$ cat src/rtl/sdram_pkg.sv
// Shared SDRAM definitions: command encodings, NOP pin defaults, arbiter state
// encoding and the command/data bus payload types.
package sdram_pkg;

    localparam int unsigned CMD_W  = 4;
    localparam int unsigned BA_W   = 2;
    localparam int unsigned ADDR_W = 13;
    localparam int unsigned DQ_W   = 16;

    // {cs_n, ras_n, cas_n, we_n}
    localparam logic [CMD_W-1:0] CMD_NOP      = 4'b0111;
    localparam logic [CMD_W-1:0] CMD_ACTIVE   = 4'b0011;
    localparam logic [CMD_W-1:0] CMD_WRITE    = 4'b0100;
    localparam logic [CMD_W-1:0] CMD_READ     = 4'b0101;
    localparam logic [CMD_W-1:0] CMD_B_STOP   = 4'b0110;
    localparam logic [CMD_W-1:0] CMD_P_CHARGE = 4'b0010;
    localparam logic [CMD_W-1:0] CMD_AREF     = 4'b0001;
    localparam logic [CMD_W-1:0] CMD_MREG     = 4'b0000;

    localparam logic [BA_W-1:0]   NOP_BA   = 2'b11;
    localparam logic [ADDR_W-1:0] NOP_ADDR = 13'h1fff;

    typedef enum logic [2:0] {
        ST_INIT  = 3'd0,
        ST_ARBIT = 3'd1,
        ST_AREF  = 3'd2,
        ST_WRITE = 3'd3,
        ST_READ  = 3'd4
    } arb_state_t;

    typedef struct packed {
        logic [CMD_W-1:0]  cmd;
        logic [BA_W-1:0]   ba;
        logic [ADDR_W-1:0] addr;
    } cmd_bus_t;

    typedef struct packed {
        logic            oe;
        logic [DQ_W-1:0] data;
    } dq_bus_t;

endpackage

$ cat src/rtl/sdram_cmd_mux.sv
// Combinational owner-select mux for the SDRAM command and write-data buses,
// indexed by the arbiter state. The pin register stage lives in the parent.
module sdram_cmd_mux
    import sdram_pkg::*;
#(
    parameter logic [CMD_W-1:0] NOP_CMD = CMD_NOP
) (
    input  arb_state_t      state,
    input  cmd_bus_t        init_bus,
    input  cmd_bus_t        aref_bus,
    input  cmd_bus_t        wr_bus,
    input  cmd_bus_t        rd_bus,
    input  logic            wr_sdram_en,
    input  logic [DQ_W-1:0] wr_sdram_data,
    output cmd_bus_t        pin_bus_c,
    output dq_bus_t         dq_bus_c
);

    always_comb begin
        pin_bus_c = '{cmd: NOP_CMD, ba: NOP_BA, addr: NOP_ADDR};
        dq_bus_c  = '{oe: 1'b0, data: '0};
        case (state)
            ST_INIT:  pin_bus_c = init_bus;
            ST_AREF:  pin_bus_c = aref_bus;
            ST_READ:  pin_bus_c = rd_bus;
            ST_WRITE: begin
                pin_bus_c = wr_bus;
                // data is only driven while the writer enables the DQ bus
                dq_bus_c  = '{oe: wr_sdram_en,
                              data: wr_sdram_en ? wr_sdram_data : DQ_W'(0)};
            end
            default: ;
        endcase
    end

endmodule

$ cat src/rtl/sdram_arbit.sv
// SDRAM command-bus arbiter: refresh first, then write/read, one owner at a time.
// Define SDRAM_ARB_RR_EN for write/read round-robin; default is write-over-read.
module sdram_arbit
    import sdram_pkg::*;
#(
    parameter logic [3:0] NOP_CMD = 4'b0111
) (
    input  logic                sys_clk,
    input  logic                sys_rst,

    input  logic                init_end,
    input  logic [CMD_W-1:0]    init_cmd,
    input  logic [BA_W-1:0]     init_ba,
    input  logic [ADDR_W-1:0]   init_addr,

    input  logic                aref_req,
    input  logic                aref_end,
    input  logic [CMD_W-1:0]    aref_cmd,
    input  logic [BA_W-1:0]     aref_ba,
    input  logic [ADDR_W-1:0]   aref_addr,

    input  logic                wr_req,
    input  logic                wr_end,
    input  logic [CMD_W-1:0]    wr_cmd,
    input  logic [BA_W-1:0]     wr_ba,
    input  logic [ADDR_W-1:0]   wr_addr,
    input  logic                wr_sdram_en,
    input  logic [DQ_W-1:0]     wr_sdram_data,

    input  logic                rd_req,
    input  logic                rd_end,
    input  logic [CMD_W-1:0]    rd_cmd,
    input  logic [BA_W-1:0]     rd_ba,
    input  logic [ADDR_W-1:0]   rd_addr,

    output logic                aref_en,
    output logic                wr_en,
    output logic                rd_en,

    output logic                sdram_cke,
    output logic                sdram_cs_n,
    output logic                sdram_ras_n,
    output logic                sdram_cas_n,
    output logic                sdram_we_n,
    output logic [BA_W-1:0]     sdram_ba,
    output logic [ADDR_W-1:0]   sdram_addr,
    output logic                sdram_dq_oe,
    output logic [DQ_W-1:0]     sdram_dq_out
);

    arb_state_t state;
    cmd_bus_t   pin_bus_c;
    dq_bus_t    dq_bus_c;
    logic       wr_pick;

`ifdef SDRAM_ARB_RR_EN
    logic last_wr;

    // on a write/read tie, serve whichever was not served last
    assign wr_pick = wr_req & (~rd_req | ~last_wr);

    always_ff @(posedge sys_clk) begin
        if (sys_rst) begin
            last_wr <= 1'b0;
        end else if (state == ST_ARBIT && !aref_req) begin
            if (wr_pick)
                last_wr <= 1'b1;
            else if (rd_req)
                last_wr <= 1'b0;
        end
    end
`else
    assign wr_pick = wr_req;
`endif

    // Owner FSM; *_end pulses from non-owners are ignored
    always_ff @(posedge sys_clk) begin
        if (sys_rst) begin
            state <= ST_INIT;
        end else begin
            case (state)
                ST_INIT:  if (init_end) state <= ST_ARBIT;
                ST_ARBIT: begin
                    if (aref_req)
                        state <= ST_AREF;
                    else if (wr_pick)
                        state <= ST_WRITE;
                    else if (rd_req)
                        state <= ST_READ;
                end
                ST_AREF:  if (aref_end) state <= ST_ARBIT;
                ST_WRITE: if (wr_end)   state <= ST_ARBIT;
                ST_READ:  if (rd_end)   state <= ST_ARBIT;
                default:  state <= ST_INIT;
            endcase
        end
    end

    assign aref_en = (state == ST_AREF);
    assign wr_en   = (state == ST_WRITE);
    assign rd_en   = (state == ST_READ);

    sdram_cmd_mux #(
        .NOP_CMD (NOP_CMD)
    ) u_cmd_mux (
        .state         (state),
        .init_bus      ('{cmd: init_cmd, ba: init_ba, addr: init_addr}),
        .aref_bus      ('{cmd: aref_cmd, ba: aref_ba, addr: aref_addr}),
        .wr_bus        ('{cmd: wr_cmd,   ba: wr_ba,   addr: wr_addr}),
        .rd_bus        ('{cmd: rd_cmd,   ba: rd_ba,   addr: rd_addr}),
        .wr_sdram_en   (wr_sdram_en),
        .wr_sdram_data (wr_sdram_data),
        .pin_bus_c     (pin_bus_c),
        .dq_bus_c      (dq_bus_c)
    );

    // Single pin register stage keeps command and data aligned as the owner issued them
    always_ff @(posedge sys_clk) begin
        if (sys_rst) begin
            sdram_cke    <= 1'b1;
            {sdram_cs_n, sdram_ras_n, sdram_cas_n, sdram_we_n} <= NOP_CMD;
            sdram_ba     <= NOP_BA;
            sdram_addr   <= NOP_ADDR;
            sdram_dq_oe  <= 1'b0;
            sdram_dq_out <= '0;
        end else begin
            sdram_cke    <= 1'b1;
            {sdram_cs_n, sdram_ras_n, sdram_cas_n, sdram_we_n} <= pin_bus_c.cmd;
            sdram_ba     <= pin_bus_c.ba;
            sdram_addr   <= pin_bus_c.addr;
            sdram_dq_oe  <= dq_bus_c.oe;
            sdram_dq_out <= dq_bus_c.data;
        end
    end

endmodule

$ cat config.mk
export PLATFORM = sky130hd
export DESIGN_NAME = sdram_arbit
export DESIGN_NICKNAME = d
export VERILOG_FILES = /design/src/rtl/sdram_pkg.sv /design/src/rtl/sdram_cmd_mux.sv /design/src/rtl/sdram_arbit.sv
export SDC_FILE = /design/constraint.sdc
export NUM_CORES = 1
export LEC_CHECK = 0
export CELL_PAD_IN_SITES_DETAIL_PLACEMENT = 0
export CELL_PAD_IN_SITES_GLOBAL_PLACEMENT = 1
export CORE_ASPECT_RATIO = 1.25
export CORE_MARGIN = 3
export CORE_UTILIZATION = 27
export DETAILED_ROUTE_END_ITERATION = 10
export GPL_ROUTABILITY_DRIVEN = 0
export PLACE_DENSITY = 0.81
export SKIP_CTS_REPAIR_TIMING = 1
export SYNTH_ARGS = -nofsm -noshare
export SYNTH_HDL_FRONTEND = slang
export SYNTH_HIERARCHICAL = 1
export SYNTH_SLANG_ARGS = --single-unit
$ cat constraint.sdc
create_clock -name sys_clk -period 2.4 [get_ports sys_clk]
set_input_delay 0.48 -clock sys_clk [delete_from_list [all_inputs] [get_ports sys_clk]]
set_output_delay 0.48 -clock sys_clk [all_outputs]
set_load 0.05 [all_outputs]
==> results.yml <==
final_layout:
  register_area_um2: 782
  fillers: 725
  fin_nets: 447
  multi_input_area_mm2: 0.00120
  n_antenna_cell: 0
  area_growth_pct: 72.1
  fin_util_pct: 48.9
  final_cells: 438
  layout-drive-gt1-share_pct: 15.9
synthesis:
  synthMuxAreaShare_pct: 10.3
  synth.net_count: 316
  synth.most_common_cell: "dfxtp_1"
  synth-warning-count: 6
  yosys.area.top_type_share_pct: 36.3
  ys_types: 34
  synth_fa_ha_area_share_pct: 0
  synth_compound_area_share_pct: 13.1
  yosysTopAreaCell: "dfxtp_1"
  synth_common_cells: "dfxtp_1, nor2b_1, nor2_1"
  synth_area_mm2: 0.00215
  synthArstFlopShare_pct: 0
  synthXorXnorAreaFrac_pct: 0
  synthTopCellsByArea: "dfxtp_1, mux2i_1, a221oi_2"
  synth-seq-cells: 39
  synth_top_family_by_area: "simple AND/OR/NAND/NOR gates"
  syn_avg_cell_area_um2: 10.1
  ys_seq_area_share_pct: 36.3
  synth_edf_count: 0
  synth_cells: 214
  ys.flop_type: "dfxtp_1"
  yosys.area_share.simple_pct: 32.0
global_route:
  antenna_found_initial: 0
  grt_pass1_wl_mm: 10.8
  grt_start_max_net_pins: 40
  grt.total_usage_pct: 15.1
  grt_overflow_total: 0
  grt_pass1_vias: 2104
die:
  dieArea_mm2: 0.00909
  die_h_um: 106
  start_util_pct: 28.4
  rows: 35
  io_pins: 142
  core_area_mm2: 0.00758
  die_x_um: 85.9
drt:
  antenna_left: 0
  wirelength_mm: 6.85
  firstDrtPassIters: 4
  drt-initial-drc-count: 60
  wl_per_cell_um: 15.6
  route.detailed.drc: 0
  routed_via_density: 4.65
  via_count: 2037
setup_path:
  worstSetupPathType: "reg -> out"
  cp_max_fo: 15
  crit_path_start_kind: "flip-flop"
  crit_arrival_ns: 1.49
  crit_buf_inv: 2
  cp_top_family: "simple AND/OR/NAND/NOR gates"
  cp-end-kind: "primary output"
  crit_chain: "buf_4, nor3b_1, buf_12"
  slowest_stage: "nor3b_1"
  worstPathRequired_ns: 1.92
  cp_slowest_stage_delay_ns: 0.43
clocking:
  cts_tree: "done"
  cts_buffers: 5
  cts.reportedPaths.clkPinSlew_ns: 0.08
  clk_latency_ns: 0.29
  clock-sinks: 39
  ctsLongestPathBuffers: 2
  cts_root_buf: "clkbuf_8"
  cts_max_level: 2
sta:
  rsz0062_at_grt: "no"
  worst_slew_pin_slew_ns: 0.652
  fin_ws_ns: 0.432
  setup_tns_ns: 0
  setup_viol: 0
  fmax_mhz: 508
  slew-limit-headroom_pct: 56.4
  fin_crit_sh_pct: 82.0
  period_minus_slack_ns: 1.97
  clock-skew-final_ns: 0.0101
  finalMaxSlewViolations: 0
  hold_viol: 0
power:
  p_per_area_mw_per_mm2: 515
  vdd_drop_max_mv: 0.294
  p_leak_nw: 1.40
run_status:
  outcome: "finished, final reports clean"
placed_design:
  dpl.hpwl_mm: 5.15
  place_inst: 430
  io_buffers: 140
  place_ws_ns: 0.652
job:
  drv_cap: 0
worst_hold_path:
  hp-class: "reg -> reg"
-- through the flow --
stage	hold slack [ns]	total power [mW]	area, µm²
after global routing	0.686	2.00	3710
after detailed placement	0.651	1.36	3590
after global placement	0.635	1.35	3590
after CTS	0.669	1.93	3710
after floorplan	0.570	1.10	2150
final	0.660	1.91	3710
-- worst min-delay path, cell delays in order (launching register included) --
cell	delay, ns
dfxtp_1	0.35
buf_4	0.22
nor3_2	0.06
-- final cells by class --
| cell class | count | area share [%] |
|---|---|---|
| Timing Repair Buffer | 147 | 40.0 |
| Clock buffer | 6 | 2.23 |
| Multi-Input combinational cell | 150 | 32.4 |
| Tap cell | 92 | 3.11 |
| Inverter | 2 | 0.203 |
| Clock inverter | 2 | 0.945 |
| Sequential cell | 39 | 21.1 |
-- state kept, by name, summed over array words and instances, names as in the netlist --
| signal | count |
|---|---|
| sdram_dq_out | 16 |
| sdram_addr | 13 |
| state | 3 |
| sdram_ba | 2 |
| sdram_cas_n | 1 |
| sdram_cs_n | 1 |
| sdram_dq_oe | 1 |
| sdram_ras_n | 1 |
| sdram_we_n | 1 |
-- per-layer routing --
metal / vias to the layer above / routed length [µm] / global-route usage, %
met5: - / 0 / 0
met4: 0 / 125 / 5.32
met3: 9 / 384 / 3.13
met2: 64 / 3590 / 26.7
met1: 932 / 2750 / 17.6
li1: 1032 / - / -
-- worst paths after layout --
path	startpoint	to	slack (ns)	depth (start not counted)
setup / recovery	state[2]$_SDFFE_PP0P_	rd_en	0.43	3
hold / removal	state[2]$_SDFFE_PP0P_	state[1]$_SDFFE_PP0P_	0.66	2
setup reg to reg	state[1]$_SDFFE_PP0P_	sdram_dq_out[12]$_SDFF_PP0_	0.64	4
hold reg to reg	state[2]$_SDFFE_PP0P_	state[1]$_SDFFE_PP0P_	0.66	2
-- cells in the final DEF (no fill, tap or decap), types with 2 or more instances in the layout --
| cell type | Yosys | routed |
|---|---|---|
| nor4bb_1 | 17 | 17 |
| clkdlybuf4s50_1 | 0 | 137 |
| nor3b_1 | 2 | 2 |
| clkbuf_8 | 0 | 6 |
| or2_2 | 18 | 18 |
| nor2b_1 | 22 | 21 |
| a221oi_2 | 12 | 12 |
| buf_4 | 3 | 7 |
| mux2i_1 | 18 | 18 |
| and3_1 | 16 | 16 |
| buf_12 | 2 | 3 |
| inv_1 | 2 | 2 |
| a221oi_1 | 6 | 6 |
| dfxtp_1 | 39 | 38 |
| nor2_1 | 20 | 20 |
| mux2_4 | 2 | 2 |
-- where the power goes --
group	switching [mW]	internal, mW
Clock	0.231	0.337
Sequential	0.0129	0.684
Combinational	0.303	0.340
-- cell families after synthesis --
kind of cell,Yosys count
muxes,21
AOI/OAI and AO/OA,24
DFF,39
other,1
buffers and inverters,25
and+or+nand+nor,104
(Power assumes the default switching activity.)
